`src/rtl/stream_upsizer.sv`:
```
// -----------------------------------------------------------------------------
// stream_upsizer
//   Packs RATIO consecutive narrow valid/ready words into one wide word.
//   The first narrow word lands in the least significant slot of the wide word.
//   Storage is split into an accumulator, which collects the narrow words, and
//   an output register, which holds the finished wide word. Because of this
//   split the input keeps streaming while a finished word waits to be taken,
//   so there are no bubbles.
//   A level flush request sends out the partial accumulator, with its unused
//   slots zeroed and with its fill count. It then pulses flush_done_o.
//
// Ports
//   clk, rst_n          clock (rising edge) and asynchronous active-low reset
//   stream_s_*          narrow slave port (data/valid in, ready out)
//   stream_m_*          wide master port (data/count/valid out, ready in)
//   flush_i             level request: emit partial accumulator
//   flush_done_o        one-cycle pulse when the flush has been serviced
// -----------------------------------------------------------------------------
module stream_upsizer #(
  parameter int WIDTH = 8,
  parameter int RATIO = 4,
  localparam int CW   = $clog2(RATIO + 1)
) (
  input  logic                   clk,
  input  logic                   rst_n,
  input  logic [WIDTH-1:0]       stream_s_data_i,
  input  logic                   stream_s_valid_i,
  output logic                   stream_s_ready_o,
  output logic [WIDTH*RATIO-1:0] stream_m_data_o,
  output logic [CW-1:0]          stream_m_count_o,
  output logic                   stream_m_valid_o,
  input  logic                   stream_m_ready_i,
  input  logic                   flush_i,
  output logic                   flush_done_o
);

  localparam logic [CW-1:0] LAST_IDX = CW'(RATIO - 1);
  localparam logic [CW-1:0] FULL_CNT = CW'(RATIO);

  logic [WIDTH*RATIO-1:0] acc_q, acc_d;
  logic [CW-1:0]          cnt_q, cnt_d;
  logic [WIDTH*RATIO-1:0] data_q, data_d;
  logic [CW-1:0]          count_q, count_d;
  logic                   valid_q, valid_d;
  logic                   done_q, done_d;

  logic                   slot_free;
  logic                   s_ready;
  logic                   s_accept;
  logic [WIDTH*RATIO-1:0] acc_ins;

  // The output register can take a new word this cycle if it is empty
  // or if its current word is being taken.
  assign slot_free = !valid_q || stream_m_ready_i;

  // Only the word that completes a wide word needs a free output slot.
  // Any earlier word only fills the accumulator.
  assign s_ready  = !flush_i && ((cnt_q != LAST_IDX) || slot_free);
  assign s_accept = stream_s_valid_i && s_ready;

  // Accumulator with the incoming word placed in slot cnt_q.
  always_comb begin
    acc_ins = acc_q;
    for (int k = 0; k < RATIO; k++) begin
      if (cnt_q == CW'(k)) begin
        acc_ins[k*WIDTH +: WIDTH] = stream_s_data_i;
      end
    end
  end

  always_comb begin
    acc_d   = acc_q;
    cnt_d   = cnt_q;
    data_d  = data_q;
    count_d = count_q;
    valid_d = valid_q;
    done_d  = 1'b0;

    // Output taken: the slot empties unless something reloads it below.
    if (valid_q && stream_m_ready_i) begin
      valid_d = 1'b0;
    end

    if (flush_i) begin
      if (cnt_q == '0) begin
        done_d = 1'b1;
      end else if (slot_free) begin
        // Unused slots of the accumulator are already zero: it is cleared on
        // every hand-off and filled from the bottom.
        data_d  = acc_q;
        count_d = cnt_q;
        valid_d = 1'b1;
        acc_d   = '0;
        cnt_d   = '0;
        done_d  = 1'b1;
      end
    end else if (s_accept) begin
      if (cnt_q == LAST_IDX) begin
        data_d  = acc_ins;
        count_d = FULL_CNT;
        valid_d = 1'b1;
        acc_d   = '0;
        cnt_d   = '0;
      end else begin
        acc_d = acc_ins;
        cnt_d = cnt_q + CW'(1);
      end
    end
  end

  always_ff @(posedge clk or negedge rst_n) begin
    if (!rst_n) begin
      acc_q   <= '0;
      cnt_q   <= '0;
      data_q  <= '0;
      count_q <= '0;
      valid_q <= 1'b0;
      done_q  <= 1'b0;
    end else begin
      acc_q   <= acc_d;
      cnt_q   <= cnt_d;
      data_q  <= data_d;
      count_q <= count_d;
      valid_q <= valid_d;
      done_q  <= done_d;
    end
  end

  assign stream_s_ready_o = s_ready;
  assign stream_m_data_o  = data_q;
  assign stream_m_count_o = count_q;
  assign stream_m_valid_o = valid_q;
  assign flush_done_o     = done_q;

endmodule

```
`config.mk`:
```
export PLATFORM = sky130hd
export DESIGN_NAME = stream_upsizer
export DESIGN_NICKNAME = d
export VERILOG_FILES = /design/src/rtl/stream_upsizer.sv
export SDC_FILE = /design/constraint.sdc
export NUM_CORES = 1
export LEC_CHECK = 0
export BUFFER_PORTS_ARGS = -buffer_cell sky130_fd_sc_hd__buf_2
export CORE_ASPECT_RATIO = 1.25
export CORE_MARGIN = 3
export CORE_UTILIZATION = 30
export CTS_CLUSTER_DIAMETER = 150
export DETAILED_ROUTE_END_ITERATION = 7
export GPL_TIMING_DRIVEN = 0
export HOLD_SLACK_MARGIN = 0.05
export PLACE_DENSITY = 0.56
export REMOVE_ABC_BUFFERS = 1
export SLEW_MARGIN = 5
export SYNTH_ARGS = -nofsm -noshare
export SYNTH_HDL_FRONTEND = slang
export SYNTH_SLANG_ARGS = --single-unit
```
`constraint.sdc`:
```
create_clock -name clk -period 3.2 [get_ports clk]
set_clock_uncertainty 0.05 [all_clocks]
set_input_delay 0.16 -clock clk [delete_from_list [all_inputs] [get_ports clk]]
set_output_delay 0.16 -clock clk [all_outputs]
set_load 0.1 [all_outputs]
```
==> impl_summary.txt, run 1 <==
----------------------------------------------------
[Job]
  Max capacitance violation total ... 0

[Setup path]
  Crit path kind ... reg -> reg
  Crit start category ... flop
  Slowest-stage cell, CP ... sky130_fd_sc_hd__dfrtp_1
  Crit Path Max Fanout ... 26
  Slowest cell delay on critical path ... 0.43 ns
  Worst path top cell family by delay ... compound AO/OA/AOI/OAI gates
  Critical path buffers and inverters ... 1
  Crit path capture type ... flop
  Data required, critical path ... 3.33 ns
  Worst-path cell chain ... ha_1 > nor2b_4 > o2111ai_4 > buf_16 > nand2_1 > o21ai_0
  Arrival time at the worst endpoint ... 2.29 ns

[Layout]
  Commonest cells after routing, fill and taps aside ... 72 x sky130_fd_sc_hd__dfrtp_1, 49 x sky130_fd_sc_hd__buf_2, 33 x sky130_fd_sc_hd__mux2i_1, 32 x sky130_fd_sc_hd__nand2_1, 21 x sky130_fd_sc_hd__o21ai_0
  Share of post-route cells with drive strength above 1 ... 23.78%
  Most common cell after layout, fill and taps aside ... sky130_fd_sc_hd__dfrtp_1
  Post-layout utilization of the core ... 37.90%
  Finished layout cell area ... 3908 um2
  Antenna diode instance count ... 0
  Layout overhead on the synthesized area ... 20.81%
  Total Nets Final ... 340

[Clock network]
  Clock Pin Slew Worst Setup and Hold Paths ... 0.06 ns
  Number of hold-repair buffers added at the cts stage ... 1
  Setup repair bufs after CTS ... 0
  CTS Root Cell ... sky130_fd_sc_hd__clkbuf_16
  Max clock buf depth ... 2
  # clock sinks ... 72
  Clock latency on the worst-skew pair ... 0.33 ns
  Number of H-tree levels ... 3
  Clock tree from TritonCTS ... yes
  Number of buffers created by CTS ... 9
  Resize count post-CTS ... 0

[Logic synthesis]
  Netlist area before placement ... 3234 um2
  Gate count after technology mapping ... 275
  Top cells by area, synth ... sky130_fd_sc_hd__dfrtp_1 56%, sky130_fd_sc_hd__mux2i_1 10%, sky130_fd_sc_hd__a22o_1 4.9%
  Cell type contributing the most total cell area after synthesis ... sky130_fd_sc_hd__dfrtp_1
  Library cells used by synthesis ... 33
  Post-synthesis register bit count ... 72
  Share of the synthesized area in the top cell type ... 55.71%
  Sequential cell area fraction in the yosys report ... 55.71%
  Synth warnings ... 0
  Syn_area_per_cell ... 11.76 um2

[Place]
  DPL Wire Length ... 4.983 mm
  Routability congestion estimate ... 0.7563
  Total cell area at the placement stage ... 3622 um2
  Quantity of I/O buffers inserted on ports ... 50

[Global routing]
  Maximum number of pins on one net before global-route repair ... 60
  Initial antenna violation count ... 0
  Overall overflow remaining after global route ... 0
  Number of global-route vias before repair ... 2172
  Total routing resource utilization after global routing ... 12.45%
  Wire length of the first global-routing pass ... 11.64 mm

[STA]
  Pins Over Slew Limit ... 0
  Maximum clock rate ... 462.3 MHz
  Fraction of the cycle the final worst path needs ... 67.59%
  Accumulated negative setup slack ... 0 ns
  Final Hold Vio Count ... 0
  RSZ-0062 raised after global routing ... false
  Final setup viols ... 0
  Slew @ Worst Pin ... 0.6892 ns
  Fin crit period ... 2.163 ns
  Remaining max-slew budget at the tightest pin ... 54.04%

[Detailed routing]
  Wire per inst ... 15.67 um
  Remaining routing DRC violations ... 0
  Total length of routed wires ... 7.162 mm
  Vias per inst ... 4.801
  Number of DRC violations after detailed-routing iteration 0 ... 94
  Antenna-violating nets left ... 0
  Total iterations of the first detailed-routing run ... 4
  Total length of routed met3 wires ... 354 um
  Number of vias in the routed layout ... 2194
  M1 wire length ... 3.259 mm
  Highest metal layer with signal wires ... met4
  Met2 WL post-DR ... 3.451 mm

[Floorplan]
  Num ports ... 51
  Number of standard-cell rows in the floorplan ... 41
  Starting Density ... 31.37%
  Placeable Area ... 10310 um2
  Height of the chip ... 122.1 um
  Area of the die ... 12070 um2
  Horizontal die dimension ... 98.87 um

[Status]
  Outcome ... finished, final reports clean

[Min path]
  HP Class ... in -> reg

----------------------------------------------------
-- cells in the mapped netlist (all sizes together) --
library cell and n:
o221ai 2, buf 15, ha 4, o2bb2ai 8
and3 2, and2 13, a21o 1, o21ai 34
a21oi 4, or2 2, nand2 32, nand3b 1
nor2 8, nand2b 4, a22o 18, nor4b 2
clkbuf 2, a22oi 9, o2111ai 1, a21boi 1
nor2b 2, inv 5, mux2i 33, dfrtp 72
-- registers in the layout (all words and copies together) (netlist names) --
register / cells
stream_m_data_o: 32
stream_m_valid_o: 1
flush_done_o: 1
stream_m_count_o: 3
cnt_q: 3
acc_q: 32
-- metrics by stage --
stage | hold WS [ns] | setup slack [ns] | instances
after CTS | 0.1318 | 1.014 | 457
after global placement | 0.4049 | -0.4001 | 437
after global routing | 0.1498 | 0.8782 | 457
after detailed placement | -0.02051 | 1.051 | 440
after floorplan | -0.1856 | 0.4083 | 258
final | 0.1347 | 1.037 | 457
-- worst paths after layout --
check                                     from             endpoint  slack (ns)  cells past startpoint
setup / recovery                      cnt_q[0]  stream_m_data_o[28]        1.04                      6
hold / removal                stream_m_ready_i         flush_done_o        0.13                      3
setup reg to reg                      cnt_q[0]  stream_m_data_o[28]        1.04                      6
hold reg to reg            stream_m_data_o[21]  stream_m_data_o[21]        0.42                      2
max in group asynchronous                rst_n             acc_q[5]        2.39                      3
min in group asynchronous                rst_n  stream_m_data_o[19]        0.17                      2
-- per-layer routing --
metal | GRT usage [%] | up-vias
met2 | 18.99 | 39
met5 | 0 | -
li1 | - | 1080
met1 | 16.50 | 1067
met4 | 4.355 | 0
met3 | 4.181 | 8
-- area by class of cell --
class | instances | area [um2]
multi-input cells | 181 | 1305
fillers | 1050 | 6404
clock buffers | 11 | 242.7
repair buffers | 54 | 345.3
flip-flops and latches | 72 | 1802
inverters | 5 | 18.77
well taps | 129 | 161.4
clock inverters | 5 | 32.53
-- cells by family (layout without fill, tap and decap cells) --
family	Yosys count	after routing	synth area share, %
AO/OA/AOI/OAI	78	78	17.14
flip-flops	72	72	55.71
AND/OR/NAND/NOR	66	66	11.10
multiplexers	33	33	10.21
buffers and inverters	22	75	4.294
adder cells (fa/ha/maj)	4	4	1.547
-- tightest hold or removal path, cell delays in order --
cell and delay (ns):
sky130_fd_sc_hd__buf_2 0.08, sky130_fd_sc_hd__nor2b_1 0.06, sky130_fd_sc_hd__a21boi_0 0.16
Power of run 1 is left out: the tool's default activity adds up to more than one toggle a clock period on the data nets, which glitch-free logic cannot reach.
==> inputs of run 2 (changes only) <==
==> constraint.sdc (replaced) <==
create_clock -name clk -period 2 [get_ports clk]
set_clock_uncertainty 0.05 [all_clocks]
set_input_delay 0.1 -clock clk [delete_from_list [all_inputs] [get_ports clk]]
set_output_delay 0.1 -clock clk [all_outputs]
set_load 0.1 [all_outputs]
==> run 2 against run 1 <==
Routed wire length increased by 6.7%. Design area increased by 3.0%. Sequential share of layout area fell by 1.4 points. Critical path depth did not move. Highest routed layer unchanged. Critical path type unchanged. Register-to-register slack worse by 0.92 ns.
==> impl_summary.txt, run 2 (synthesized netlist as in run 1, its figures left out) <==
----------------------------------------------------
[Layout]
  Antenna diode instance count ... 0
  Filler cell count in the final layout ... 1043
  Total Nets Final ... 346
  Commonest cells after routing, fill and taps aside ... 72 x sky130_fd_sc_hd__dfrtp_1, 48 x sky130_fd_sc_hd__buf_2, 33 x sky130_fd_sc_hd__mux2i_1, 32 x sky130_fd_sc_hd__nand2_1, 20 x sky130_fd_sc_hd__o21ai_0
  Most common cell after layout, fill and taps aside ... sky130_fd_sc_hd__dfrtp_1
  Share of post-route cells with drive strength above 1 ... 26.05%
  Layout overhead on the synthesized area ... 24.49%

[Global routing]
  Total routing resource utilization after global routing ... 13.12%
  Overall overflow remaining after global route ... 0
  Wire length of the first global-routing pass ... 12.14 mm
  Number of global-route vias before repair ... 2227
  Maximum number of pins on one net before global-route repair ... 60
  Initial antenna violation count ... 0

[Detailed routing]
  Total iterations of the first detailed-routing run ... 4
  Number of vias in the routed layout ... 2259
  Antenna-violating nets left ... 0
  Total length of routed wires ... 7.642 mm
  Number of DRC violations after detailed-routing iteration 0 ... 105
  Wire per inst ... 16.51 um
  Remaining routing DRC violations ... 0
  Vias per inst ... 4.879

[Place]
  DPL Wire Length ... 4.983 mm
  Routability congestion estimate ... 0.7563
  Quantity of I/O buffers inserted on ports ... 50
  Post-placement worst setup slack ... -0.1491 ns

[Clock network]
  CTS Root Cell ... sky130_fd_sc_hd__clkbuf_16
  Clock tree from TritonCTS ... yes
  Number of H-tree levels ... 3
  Clock latency on the worst-skew pair ... 0.33 ns
  Clock Pin Slew Worst Setup and Hold Paths ... 0.06 ns
  Max clock buf depth ... 2
  # clock sinks ... 72
  Number of buffers created by CTS ... 9

[Setup path]
  Slowest cell delay on critical path ... 0.46 ns
  Arrival time at the worst endpoint ... 2.05 ns
  Crit path kind ... reg -> reg
  Worst-path cell chain ... inv_1 > ha_1 > nand3b_1 > o2111ai_4 > buf_4 > a22o_1
  Worst path top cell family by delay ... compound AO/OA/AOI/OAI gates
  Crit Path Max Fanout ... 5
  Data required, critical path ... 2.17 ns
  Slowest-stage cell, CP ... sky130_fd_sc_hd__dfrtp_1
  Crit start category ... flop
  Critical path buffers and inverters ... 2
  Crit path capture type ... flop

[Floorplan]
  Placeable Area ... 10310 um2
  Horizontal die dimension ... 98.87 um
  Starting Density ... 31.37%
  Height of the chip ... 122.1 um
  Number of standard-cell rows in the floorplan ... 41
  Num ports ... 51
  Area of the die ... 12070 um2

[STA]
  Fin crit period ... 1.884 ns
  Maximum clock rate ... 530.8 MHz
  Final Hold Vio Count ... 0
  Pins Over Slew Limit ... 0
  Remaining max-slew budget at the tightest pin ... 59.82%
  Final setup viols ... 0
  Fraction of the cycle the final worst path needs ... 94.20%
  Slew @ Worst Pin ... 0.6026 ns
  Final worst slack ... 0.1160 ns

[Job]
  Max capacitance violation total ... 0

[Min path]
  HP Class ... in -> reg

[Status]
  Outcome ... finished, final reports clean

----------------------------------------------------
==> run 2: cell types whose count changed in the layout (fill, tap and decap cells not counted), sizes merged <==
cell	delta
o2111ai	+1
buf	+5
==> run 2: worst min-delay path, cell delays in order <==
cell and delay (ns):
sky130_fd_sc_hd__buf_2 0.08, sky130_fd_sc_hd__nor2b_1 0.06, sky130_fd_sc_hd__a21boi_0 0.16
==> run 2: area by class of cell <==
type / instances / area (um2) / share of cell area (%)
inverter: 5 / 18.77 / 0.4661
clock inverter: 5 / 32.53 / 0.8080
clock buffer: 11 / 242.7 / 6.029
multi-input combinational: 182 / 1371 / 34.06
sequential: 72 / 1802 / 44.75
tap: 129 / 161.4 / 4.009
timing repair buffer: 59 / 397.9 / 9.882
==> run 2: per-layer routing <==
metal,global-route usage (%),routed length [um]
met1,16.94,3361
met4,4.953,99
met3,4.296,361
met2,20.46,3820
met5,0,0
==> run 2: what timing repair did <==
action / CTS / global route
cloned: 1 / 0
hold endpoints to repair: 72 / 0
gates resized for setup: 3 / 7
setup buffers: 1 / 4
hold buffers: 1 / 0
setup endpoints to repair: 48 / 59
pin swaps: 1 / 1
==> run 2: stage by stage <==
step	TNS [ns]	cells	util (%)	area, um2	hold slack, ns
global placement	-64.94	437	34.19	3526	0.4049
finish	0	463	39.05	4026	0.07469
CTS	-0.01791	459	38.36	3955	0.07184
floorplan	-32.76	258	-	3114	-0.2456
detailed placement	-4.080	440	35.13	3622	-0.08051
global route	-0.09210	463	39.05	4026	0.08983
==> run 2: worst paths after layout <==
kind	startpoint	endpoint	slack [ns]	cells past startpoint
min reg2reg	stream_m_data_o[21]	stream_m_data_o[21]	0.42	2
min	stream_m_ready_i	flush_done_o	0.07	3
min in group asynchronous	rst_n	stream_m_data_o[19]	0.11	2
max reg2reg	cnt_q[0]	stream_m_count_o[0]	0.12	6
max	cnt_q[0]	stream_m_count_o[0]	0.12	6
max in group asynchronous	rst_n	acc_q[5]	1.25	3
Power of run 2 is left out for the same reason.
